[config.mk]
export PLATFORM = sky130hd
export DESIGN_NAME = im_loader_flat
export DESIGN_NICKNAME = d
export VERILOG_FILES = /design/src/rtl/im_loader_pkg.sv /design/src/rtl/im_loader_if.sv /design/src/rtl/im_loader_csum.sv /design/src/rtl/im_loader.sv /design/src/flat_wrapper.sv
export SDC_FILE = /design/constraint.sdc
export NUM_CORES = 1
export LEC_CHECK = 0
export CAP_MARGIN = 15
export CORE_MARGIN = 1
export CORE_UTILIZATION = 53
export DETAILED_ROUTE_END_ITERATION = 8
export PLACE_DENSITY = 0.85
export SYNTH_ARGS = -nofsm -noshare
export SYNTH_HDL_FRONTEND = slang
export SYNTH_SLANG_ARGS = --single-unit
[constraint.sdc]
create_clock -name i_clk -period 4.31 [get_ports i_clk]
set_input_delay 0.862 -clock i_clk [delete_from_list [all_inputs] [get_ports i_clk]]
set_output_delay 0.862 -clock i_clk [all_outputs]
set_load 0.005 [all_outputs]
[src/rtl/im_loader_pkg.sv]
// Shared constants for the instruction-memory loader, instruction memory and PC blocks.
// State codes are plain vectors so older blocks can share the same encoding.
package im_loader_pkg;

  localparam int BYTE_W         = 8;
  localparam int DEFAULT_DEPTH  = 16;
  localparam int DEFAULT_ADDR_W = 4;
  localparam int DATA_W         = 16;

  localparam logic [2:0] ST_IDLE    = 3'd0;
  localparam logic [2:0] ST_LOAD_HI = 3'd1;
  localparam logic [2:0] ST_LOAD_LO = 3'd2;
  localparam logic [2:0] ST_WRITE   = 3'd3;
  localparam logic [2:0] ST_CHECK   = 3'd4;
  localparam logic [2:0] ST_DONE    = 3'd5;

  // The byte stream is big-endian: the first byte of each pair is the upper half.
  function automatic logic [DATA_W-1:0] pack_word(input logic [BYTE_W-1:0] hi,
                                                  input logic [BYTE_W-1:0] lo);
    return {hi, lo};
  endfunction

endpackage

[src/rtl/im_loader_if.sv]
// Byte-stream handshake plus instruction-memory write bus.
// The loader uses the slave modport; a byte source / memory model uses master.
interface im_loader_if
  import im_loader_pkg::*;
#(
  parameter int ADDR_W = DEFAULT_ADDR_W
);

  logic [BYTE_W-1:0] byte_in;
  logic              byte_valid;
  logic              byte_ready;
  logic              im_we;
  logic [ADDR_W-1:0] im_waddr;
  logic [DATA_W-1:0] im_wdata;

  modport master (
    output byte_in, byte_valid,
    input  byte_ready, im_we, im_waddr, im_wdata
  );

  modport slave (
    input  byte_in, byte_valid,
    output byte_ready, im_we, im_waddr, im_wdata
  );

endinterface

[src/rtl/im_loader_csum.sv]
// 8-bit XOR accumulator for the program-image checksum.
// Clear wins over enable so a restart never folds in a stray byte.
module im_loader_csum
  import im_loader_pkg::*;
(
  input  logic              i_clk,
  input  logic              i_rst_n,
  input  logic              i_clr,
  input  logic              i_en,
  input  logic [BYTE_W-1:0] i_byte,
  output logic [BYTE_W-1:0] o_csum
);

  logic [BYTE_W-1:0] r_csum;

  always_ff @(posedge i_clk or negedge i_rst_n) begin
    if (!i_rst_n) begin
      r_csum <= '0;
    end else if (i_clr) begin
      r_csum <= '0;
    end else if (i_en) begin
      r_csum <= r_csum ^ i_byte;
    end
  end

  assign o_csum = r_csum;

endmodule

[src/rtl/im_loader.sv]
// Program loader: assembles a big-endian byte stream into 16-bit words, writes them
// to instruction memory 0..DEPTH-1, verifies a trailing XOR checksum and stalls the core meanwhile.
module im_loader
  import im_loader_pkg::*;
#(
  parameter int DEPTH  = DEFAULT_DEPTH,
  parameter int ADDR_W = DEFAULT_ADDR_W
)(
  input  logic            i_clk,
  input  logic            i_rst_n,
  input  logic            i_start,
  im_loader_if.slave      bus,
  output logic            o_cpu_hold,
  output logic            o_done,
  output logic            o_err,
  output logic [ADDR_W:0] o_word_count
);

  logic [2:0]        r_state;
  logic [BYTE_W-1:0] r_hi;
  logic [ADDR_W-1:0] r_addr;
  logic [DATA_W-1:0] r_wdata;
  logic              r_im_we;
  logic              r_cpu_hold;
  logic              r_done;
  logic              r_err;
  logic [ADDR_W:0]   r_word_count;

  logic              w_ready;
  logic              w_xfer;
  logic              w_restart;
  logic              w_csum_en;
  logic              w_last;
  logic [BYTE_W-1:0] w_csum;

  assign w_ready   = (r_state == ST_LOAD_HI) || (r_state == ST_LOAD_LO) || (r_state == ST_CHECK);
  assign w_xfer    = bus.byte_valid && w_ready;
  assign w_restart = i_start && ((r_state == ST_IDLE) || (r_state == ST_DONE));
  assign w_csum_en = w_xfer && ((r_state == ST_LOAD_HI) || (r_state == ST_LOAD_LO));
  assign w_last    = (r_addr == ADDR_W'(DEPTH - 1));

  im_loader_csum u_csum (
    .i_clk   (i_clk),
    .i_rst_n (i_rst_n),
    .i_clr   (w_restart),
    .i_en    (w_csum_en),
    .i_byte  (bus.byte_in),
    .o_csum  (w_csum)
  );

  always_ff @(posedge i_clk or negedge i_rst_n) begin
    if (!i_rst_n) begin
      r_state      <= ST_IDLE;
      r_hi         <= '0;
      r_addr       <= '0;
      r_wdata      <= '0;
      r_im_we      <= 1'b0;
      r_cpu_hold   <= 1'b0;
      r_done       <= 1'b0;
      r_err        <= 1'b0;
      r_word_count <= '0;
    end else begin
      r_im_we <= 1'b0;
      case (r_state)
        ST_IDLE, ST_DONE: begin
          if (i_start) begin
            r_state      <= ST_LOAD_HI;
            r_cpu_hold   <= 1'b1;
            r_done       <= 1'b0;
            r_err        <= 1'b0;
            r_addr       <= '0;
            r_word_count <= '0;
          end
        end
        ST_LOAD_HI: begin
          if (w_xfer) begin
            r_hi    <= bus.byte_in;
            r_state <= ST_LOAD_LO;
          end
        end
        // im_we is raised on entry to WRITE so it is a clean registered pulse.
        ST_LOAD_LO: begin
          if (w_xfer) begin
            r_wdata <= pack_word(r_hi, bus.byte_in);
            r_im_we <= 1'b1;
            r_state <= ST_WRITE;
          end
        end
        ST_WRITE: begin
          r_word_count <= r_word_count + 1'b1;
          if (w_last) begin
            r_state <= ST_CHECK;
          end else begin
            r_addr  <= r_addr + 1'b1;
            r_state <= ST_LOAD_HI;
          end
        end
        // A bad image keeps the core held so it never runs corrupt code.
        ST_CHECK: begin
          if (w_xfer) begin
            r_done  <= 1'b1;
            r_state <= ST_DONE;
            if (bus.byte_in == w_csum) begin
              r_err      <= 1'b0;
              r_cpu_hold <= 1'b0;
            end else begin
              r_err <= 1'b1;
            end
          end
        end
        default: r_state <= ST_IDLE;
      endcase
    end
  end

  assign bus.byte_ready = w_ready;
  assign bus.im_we      = r_im_we;
  assign bus.im_waddr   = r_addr;
  assign bus.im_wdata   = r_wdata;
  assign o_cpu_hold     = r_cpu_hold;
  assign o_done         = r_done;
  assign o_err          = r_err;
  assign o_word_count   = r_word_count;

endmodule
[src/flat_wrapper.sv]
// flat-port wrapper written by rule: the top's interface ports become plain ports
module im_loader_flat import im_loader_pkg::*;
#(
  parameter int DEPTH  = DEFAULT_DEPTH,
  parameter int ADDR_W = DEFAULT_ADDR_W
)
  (i_clk, i_rst_n, i_start, o_cpu_hold, o_done, o_err, o_word_count, bus_byte_in, bus_byte_valid, bus_byte_ready, bus_im_we, bus_im_waddr, bus_im_wdata);
  im_loader_if #(.ADDR_W(ADDR_W)) bus_i ();
  input  logic i_clk;
  input  logic i_rst_n;
  input  logic i_start;
  output logic o_cpu_hold;
  output logic o_done;
  output logic o_err;
  output logic [ADDR_W:0] o_word_count;
  input wire logic [$bits(bus_i.byte_in)-1:0] bus_byte_in;
  input wire logic [$bits(bus_i.byte_valid)-1:0] bus_byte_valid;
  output wire logic [$bits(bus_i.byte_ready)-1:0] bus_byte_ready;
  output wire logic [$bits(bus_i.im_we)-1:0] bus_im_we;
  output wire logic [$bits(bus_i.im_waddr)-1:0] bus_im_waddr;
  output wire logic [$bits(bus_i.im_wdata)-1:0] bus_im_wdata;
  assign bus_i.byte_in = bus_byte_in;
  assign bus_i.byte_valid = bus_byte_valid;
  assign bus_byte_ready = bus_i.byte_ready;
  assign bus_im_we = bus_i.im_we;
  assign bus_im_waddr = bus_i.im_waddr;
  assign bus_im_wdata = bus_i.im_wdata;
  im_loader #(.DEPTH(DEPTH), .ADDR_W(ADDR_W)) u_core (.i_clk(i_clk), .i_rst_n(i_rst_n), .i_start(i_start), .bus(bus_i), .o_cpu_hold(o_cpu_hold), .o_done(o_done), .o_err(o_err), .o_word_count(o_word_count));
endmodule
==> impl_metrics.tcl <==
set metrics [dict create \
    grt-ovfl-total 0 \
    cts_htree_levels 2 \
    min_path_type "input port to asynchronous set/reset pin" \
    synthArstFlopShare_pct 100 \
    required_ps 3450 \
    dieArea_sq_um 4510 \
    clock_skew_ps 6.33 \
    met1_usage_pct 29.5 \
    path_cells "xor2_2 -> o21a_1 -> clkdlybuf4s50_1" \
    p_per_area_nw_per_um2 681 \
    first_global_vias 1473 \
    startpoint "u_core.r_state[0]" \
    gp_congestion 0.771 \
    yosysSeqAreaShare_pct 53.3 \
    synth_fa_ha_area_share_pct 1.11 \
    cts_tree "yes" \
    synth_cells 181 \
    finalWirelength_microns 4260 \
    start_kind "register" \
    p_switching_uw 593 \
    worst_pin_slew_ps 1030 \
    holdBufCountCts 0 \
    finalCritPeriodShare_pct 66.6 \
    run_status "complete, no violations" \
    start_util_pct 55.9 \
    cts_setup_buffers 0 \
    diodes 0 \
    detail_route.vias_per_cell 5.45 \
    muxShareOfSynthArea_pct 15.8 \
    rsz0062_at_grt "false" \
    p_comb_share_pct 40.1 \
    drt_iter0_markers 103 \
    setup_viol 0 \
    core_area_sq_um 4030 \
    path_class "register to primary output" \
    use_met2_pct 33.0 \
    synth_edf_count 0 \
    cp.depth 3 \
    finalCoreUtilization_pct 69.7 \
    wire_per_inst_microns 15.6 \
    fmax_ghz 0.348 \
    clk_pin_slew_worst_paths_ps 80 \
    maxSlewHeadroom_pct 31.3 \
    placementRows 23 \
    num-fill-cells 314 \
    antenna_found_initial 0 \
    peakVddDrop_mv 0.412 \
    maxSlewViolCount 0 \
    grt_use_met3_pct 5.24 \
    p_int_uw 1320 \
    clockPowerShare_pct 18.5 \
    portBuffers 41 \
    slowest_stage "dfrtp_1" \
    grt_start_max_net_pins 49 \
    netlist_area_sq_um 2250 \
    grt_pass1_wl_microns 7100 \
    cts_root_buf "clkbuf_8" \
    reg2reg_from "u_core.r_state[0]" \
    synth-seq-cells 48 \
    cts_resized 0 \
    drive_gt1_share_pct 18.4 \
    nNetsFinal 236 \
    ios 42 \
    cts_buffer_depth 2 \
    avgSynthCellArea_sq_um 12.4 \
    die_w_microns 67.2 \
    p_leak_uw 0.00120 \
    clock_sinks 48 \
    post-route-drc-count 0 \
    critPathTopFamily "flip-flops" \
    grt_usage_pct 21.4 \
    synth_compound_area_share_pct 4.67 \
    tns_ps 0 \
    slowest_delay_ps 620 \
    hpwl_microns 2880 \
    synthFlopType "dfrtp_1" \
    synthDistinctLibCells 37 \
    switching_share_pct 31.0 \
    cp-end-kind "primary output" \
    final_cell_mix "48 x dfrtp_1, 40 x clkdlybuf4s50_1, 17 x mux2_2" \
    grt.busiest_layer "met2" \
    dr.pass1.iters 4 \
    numCtsBuffers 5 \
    synth-xor-area-share_pct 7.72 \
    critPathBufInv 1 \
    synth_nets 195 \
    synthSimpleGateAreaFrac_pct 14.6 \
    arrival_ps 2010 \
    ant_nets 0 \
    synth_top_family_by_area "multiplexers" \
    power_frac_seq_pct 41.5 \
    syn2layout_area_growth_pct 24.7 \
    die_y_microns 67.2 \
    clock_latency_ps 300 \
    dr_total_vias 1488 \
    min_period_ps 2870 \
    synth_warnings 0 \
    mostFrequentLayoutCell "dfrtp_1" \
    hold_violations 0 \
    rr_worst_depth 3 \
    crit_fanout 12 \
    max_cap_viol_count 0 \
]
[cells by family (layout without fill, tap and decap cells)]
group	count (synthesis)	after routing
buffers and inverters	9	51
flip-flops	48	48
AND/OR/NAND/NOR	58	58
AO/OA/AOI/OAI	16	16
multiplexers	29	29
adder cells (fa/ha/maj)	2	2
XOR/XNOR	19	19
[worst paths after layout]
| check | endpoint | slack [ps] |
|---|---|---|
| max in group asynchronous | u_core.bus.im_wdata[13] | 3410 |
| setup reg to reg | u_core.bus.im_wdata[12] | 2120 |
| hold reg to reg | u_core.o_word_count[4] | 490 |
| setup / recovery | bus_byte_ready | 1440 |
| hold / removal | u_core.bus.im_wdata[3] | 420 |
| min in group i_clk | u_core.o_word_count[4] | 490 |
[power by group through the flow]
stage / logic (uW) / clock network, uW / registers [uW]
3_3_place_gp: 737 / 0 / 785
6_report: 766 / 353 / 793
5_1_grt: 840 / 379 / 821
3_5_place_dp: 766 / 0 / 800
2_1_floorplan: 482 / 0 / 757
4_1_cts: 771 / 357 / 794
[final cells by class]
cell class	instances	area, sq um	area share [%]
inverter	1	3.75	0.134
clock buffer	7	96.3	3.43
sequential	48	1200	42.8
multi-input combinational	124	988	35.2
tap	50	62.6	2.23
clock inverter	1	30.0	1.07
timing repair buffer	42	425	15.2
[layer usage]
layer | up-vias | wire length (microns) | share of wire (%)
li1 | 708 | - | -
met1 | 736 | 1920 | 45
met2 | 36 | 2100 | 49
met3 | 8 | 161 | 3.8
met4 | 0 | 84 | 2.0
met5 | - | 0 | 0
[metrics by stage]
stage               cell area (sq um)  setup slack, ps  hold WS (ps)  power, uW  instances
floorplan                        2250             2390           475       1240        181
global placement                 2660             1400           478       1520        264
detailed placement               2660             1290           486       1570        264
CTS                              2790             1440           499       1920        272
global route                     2810             1330           431       2040        273
finish                           2810             1440           422       1910        273
[synth_stat cells (2+ instances only)]
| library cell | count | area (sq um) |
|---|---|---|
| mux2_2 | 17 | 191 |
| nor3_1 | 3 | 15.0 |
| buf_4 | 2 | 15.0 |
| nor2b_1 | 4 | 25.0 |
| nand4_1 | 3 | 18.8 |
| dfrtp_1 | 48 | 1200 |
| nand2b_1 | 3 | 18.8 |
| xor2_1 | 8 | 70.1 |
| nand3_1 | 11 | 55.1 |
| ha_1 | 2 | 25.0 |
| a21oi_1 | 3 | 15.0 |
| o21ai_0 | 6 | 30.0 |
| mux2_4 | 9 | 135 |
| xnor2_1 | 10 | 87.6 |
| o32ai_1 | 2 | 17.5 |
| nand3b_1 | 2 | 15.0 |
| nor2_1 | 16 | 60.1 |
| nand2_1 | 8 | 30.0 |
| buf_2 | 4 | 20.0 |
| mux2i_1 | 3 | 30.0 |
[flip-flops by register name, summed over array words and instances (netlist names)]
register	flops
u_core.bus.im_waddr	4
u_core.bus.im_wdata	16
u_core.bus.im_we	1
u_core.o_cpu_hold	1
u_core.o_done	1
u_core.o_err	1
u_core.o_word_count	5
u_core.r_hi	8
u_core.r_state	3
u_core.u_csum.o_csum	8
(Power assumes the default switching activity.)
